==> src/rtl/seg7_scan_decoder.sv <==
// seg7_scan_decoder: recovers per-digit hex nibble, dp, blank and error status
// from a multiplexed active-low 7-segment anode/segment bus.
module seg7_scan_decoder #(
  parameter int DIGITS = 4,
  parameter int SETTLE = 4
) (
  input  logic                  clk,
  input  logic                  rst_n,
  input  logic [DIGITS-1:0]     an,
  input  logic [7:0]            sgm,
  output logic [4*DIGITS-1:0]   digits_o,
  output logic [DIGITS-1:0]     dp_o,
  output logic [DIGITS-1:0]     blank_o,
  output logic [DIGITS-1:0]     err_o,
  output logic                  upd_o,
  output logic                  frame_o,
  output logic                  coll_o
);
  localparam int W = DIGITS + 8;
  localparam logic [6:0] HEX [16] = '{
    7'b0000001, 7'b1001111, 7'b0010010, 7'b0000110,
    7'b1001100, 7'b0100100, 7'b0100000, 7'b0001111,
    7'b0000000, 7'b0000100, 7'b0001000, 7'b1100000,
    7'b0110001, 7'b1000010, 7'b0110000, 7'b0111000
  };
  logic [W-1:0]      r1, r2;
  logic [7:0]        cnt;
  logic [DIGITS-1:0] seen, sel, seen_nx;
  logic              fire, none, one_hot, cap, hit, blank;
  logic [3:0]        nib;
  always_comb begin
    fire    = (r1 == r2) && (cnt == 8'(SETTLE - 1));
    sel     = ~r1[W-1:8];
    none    = sel == '0;
    one_hot = !none && ((sel & (sel - DIGITS'(1))) == '0);
    cap     = fire && one_hot;
    blank   = r1[7:1] == '1;
    seen_nx = seen | sel;
    hit     = 1'b0;
    nib     = 4'd0;
    for (int v = 0; v < 16; v++)
      if (r1[7:1] == HEX[v]) begin
        hit = 1'b1;
        nib = 4'(v);
      end
  end
  // cnt saturates at SETTLE so a held pattern matches SETTLE-1 only once
  always_ff @(posedge clk or negedge rst_n)
    if (!rst_n) begin
      r1       <= '1;
      r2       <= '1;
      cnt      <= '0;
      seen     <= '0;
      digits_o <= '0;
      dp_o     <= '0;
      err_o    <= '0;
      blank_o  <= '1;
      upd_o    <= 1'b0;
      frame_o  <= 1'b0;
      coll_o   <= 1'b0;
    end else begin
      r1      <= {an, sgm};
      r2      <= r1;
      cnt     <= (r1 != r2) ? '0 : (cnt == 8'(SETTLE)) ? cnt : cnt + 8'd1;
      upd_o   <= cap;
      coll_o  <= fire && !one_hot && !none;
      frame_o <= cap && (seen_nx == '1);
      if (cap) begin
        seen <= (seen_nx == '1) ? '0 : seen_nx;
        for (int i = 0; i < DIGITS; i++)
          if (sel[i]) begin
            dp_o[i]    <= ~r1[0];
            blank_o[i] <= blank;
            err_o[i]   <= !hit && !blank;
            if (hit) digits_o[4*i +: 4] <= nib;
          end
      end
    end
endmodule

==> config.mk <==
export PLATFORM = sky130hd
export DESIGN_NAME = seg7_scan_decoder
export DESIGN_NICKNAME = d
export VERILOG_FILES = /design/src/rtl/seg7_scan_decoder.sv
export SDC_FILE = /design/constraint.sdc
export NUM_CORES = 1
export LEC_CHECK = 0
export ABC_AREA = 0
export CAP_MARGIN = 10
export CELL_PAD_IN_SITES_DETAIL_PLACEMENT = 1
export CELL_PAD_IN_SITES_GLOBAL_PLACEMENT = 2
export CORE_ASPECT_RATIO = 0.9
export CORE_MARGIN = 2
export CORE_UTILIZATION = 36
export DETAILED_ROUTE_END_ITERATION = 7
export GPL_TIMING_DRIVEN = 0
export PLACE_DENSITY_LB_ADDON = 0.1
export SLEW_MARGIN = 20
export SYNTH_ARGS = -nofsm -noshare
export SYNTH_HDL_FRONTEND = slang
export SYNTH_SLANG_ARGS = --single-unit
==> constraint.sdc <==
create_clock -name clk -period 3.2 [get_ports clk]
set_clock_uncertainty 0.1 [all_clocks]
set_input_delay 0.64 -clock clk [delete_from_list [all_inputs] [get_ports clk]]
set_output_delay 0.64 -clock clk [all_outputs]
set_load 0.1 [all_outputs]
==> qor.txt, run 1 <==
TritonCTS clock tree = yes
Root Buffer = clkbuf_8
Placer Congestion = 0.7639
Tot Pwr = 1.877 mW
DRC violations left = 0
Post-synth EDFFs = 0
Cell Pwr Density = 469.0 mW/mm²
# nets final = 333
Rel. slew slack = 33.08%
Core Rows = 32
Worst-Margin Slew = 1.001 ns
Post-Route Utilization = 46.93%
fmax = 363.2 MHz
via count = 2168
Die ar. = 0.009531 mm²
DP Cell Count = 425
placed cell area = 0.003762 mm²
H-tree depth = 3
top fanout value on the critical path = 2
critical path, cell by cell = clkdlybuf4s50_1
Final period util = 86.03%
most common cell after layout, fill and taps aside = clkdlybuf4s50_1
status = complete, no violations
vias in the first global route = 2267
Lkg Pwr = 1.648 nW
hpwl dp = 5.070 mm
drt pass-1 iters = 4
synthesis-to-finish area growth = 26.84%
IO Pins = 45
Final ANT Viol Nets = 0
Starting Density = 37.00%
ANT cells = 0
Non-Filler Instances = 441
DR WL/cell = 15.85 µm
post-cts gate resize count = 0
fin crit period = 2.753 ns
Synth Cell Area = 0.003156 mm²
number of port buffers = 44
Syn. warnings = 0
Buf+Inv Stages, Crit Path = 1
Min-Delay Path Class = in -> async
Max-cap violations = 0
sequential-to-total area share from yosys stat = 54.24%
hold_buf cts = 0
CTS Sinks = 67
CP arrival = 2.01 ns
setup bufs post-CTS = 0
Worst Setup End Kind = output pin
DR vias/cell = 4.916
Post-synth ARST share = 100.0%
initial antenna violation count = 0
kind of critical path = reg -> out
Finished Cell Area = 0.004003 mm²
#FFs+latches synth = 67
RSZ-0062 raised after global routing = false
TritonCTS Buffers = 9
Startpoint Class = flip-flop
mean post-synth cell area = 12.09 µm²
most frequent cells in the layout = 43 x clkdlybuf4s50_1, 39 x dfrtp_1, 28 x dfstp_2
Final Max Tran Viols = 0
fillcell total = 933
clock latency on the worst-skew pair = 0.35 ns
largest net degree at the start of global routing = 36
core region area = 0.008528 mm²
Die W = 102.7 µm
Top delay family on crit path = buffers and inverters
die height = 92.82 µm
gr usage total = 16.09%
Setup TNS Final = 0 ns
Final setup viols = 0
global route total overflow = 0
CP max stage delay = 1.13 ns
worst-path cell with the longest stage delay = clkdlybuf4s50_1
share of layout cells above drive strength 1 = 24.84%
Max IR drop VDD = 0.2288 mV
1st-iter DRT viols = 46
Max Root-Sink Buffers = 2
final wirelength = 6.988 mm
synth unique cells = 58
count of final hold-check violations = 0
syn nets = 277
wire length of the first global-routing pass = 11.56 mm
ys flop type = dfrtp_1
Cells after Synth = 261
Clk pin slew, worst setup/hold paths = 0.07 ns
Required @ worst endpoint = 2.46 ns
[per-layer routing]
| metal | part of all wire [%] | GRT usage, % |
|---|---|---|
| met3 | 3.5 | 3.698 |
| met5 | 0 | 0 |
| met4 | 1.8 | 6.000 |
| met2 | 47 | 25.44 |
| met1 | 48 | 21.42 |
[sequential cells by signal (all words and copies together) (netlist names), 4 cells and up]
name      cells
dp_o          4
r1           12
seen          4
blank_o       4
cnt           8
r2           12
err_o         4
digits_o     16
[report_power, final]
part	internal, mW	leakage, nW	switching (mW)	total, mW
combinational	0.0568	0.688	0.0726	0.129
sequential	0.875	0.839	0.0139	0.889
clock	0.520	0.121	0.338	0.859
[Yosys cell counts, types with 5 or more instances]
master / instances / area [µm²]
nor3_1: 6 / 30.03
xor2_1: 5 / 43.79
dfstp_2: 28 / 735.7
nor2_1: 13 / 48.80
buf_6: 5 / 56.30
o21ai_0: 23 / 115.1
nand2_1: 19 / 71.32
nor2b_1: 5 / 31.28
inv_1: 8 / 30.03
nand3_1: 7 / 35.03
buf_2: 7 / 35.03
xnor2_1: 13 / 113.9
dfrtp_1: 39 / 975.9
a21oi_1: 5 / 25.02
nand4_1: 7 / 43.79
and3_1: 6 / 37.54
[through the flow]
step	setup WS (ns)	hold slack (ns)
6_report	0.4469	0.1146
3_3_place_gp	-0.8391	0.2558
2_1_floorplan	0.7850	0.2444
5_1_grt	0.2311	0.1383
4_1_cts	0.3788	0.1157
3_5_place_dp	0.4074	0.2564
[final cells by class]
class                           count  area (µm²)  area share [%]
Inverter                            8       30.03          0.7502
Clock buffer                       10       127.6           3.188
Sequential cell                    67        1712           42.76
Tap cell                          119       148.9           3.720
Multi-Input combinational cell    173        1315           32.85
Timing Repair Buffer               45       457.9           11.44
Buffer                             13       98.84           2.470
Clock inverter                      6       112.6           2.813
[final timing paths]
path	start	endpoint	slack (ns)	cells past startpoint
min in group clk	r1[7]	r2[7]	0.27	0
max in group asynchronous	rst_n	blank_o[1]	2.30	2
worst max-delay path	blank_o[0]	blank_o[0]	0.45	1
worst min-delay path	rst_n	frame_o	0.11	1
worst max register to register	r1[9]	digits_o[10]	0.45	7
worst min register to register	r1[7]	r2[7]	0.27	0
[kinds of logic (layout without fill, tap and decap cells)]
group | after synthesis | in the layout | share of synthesized area (%)
DFF | 67 | 67 | 54.24
xor gates and xnor gates | 20 | 20 | 6.384
adders and majority gates | 3 | 3 | 1.110
muxes | 12 | 12 | 4.362
and+or+nand+nor | 94 | 94 | 21.06
buffers and inverters | 21 | 82 | 4.084
AOI/OAI and AO/OA | 44 | 44 | 8.763
Power figures use the tool's default switching activity.
==> run 2: changes to the inputs <==
Settings changed: SETUP_SLACK_MARGIN set to 0.15.
==> results of run 2 <==
Same layout as run 1: the final DEF is identical, and so are final timing and power.
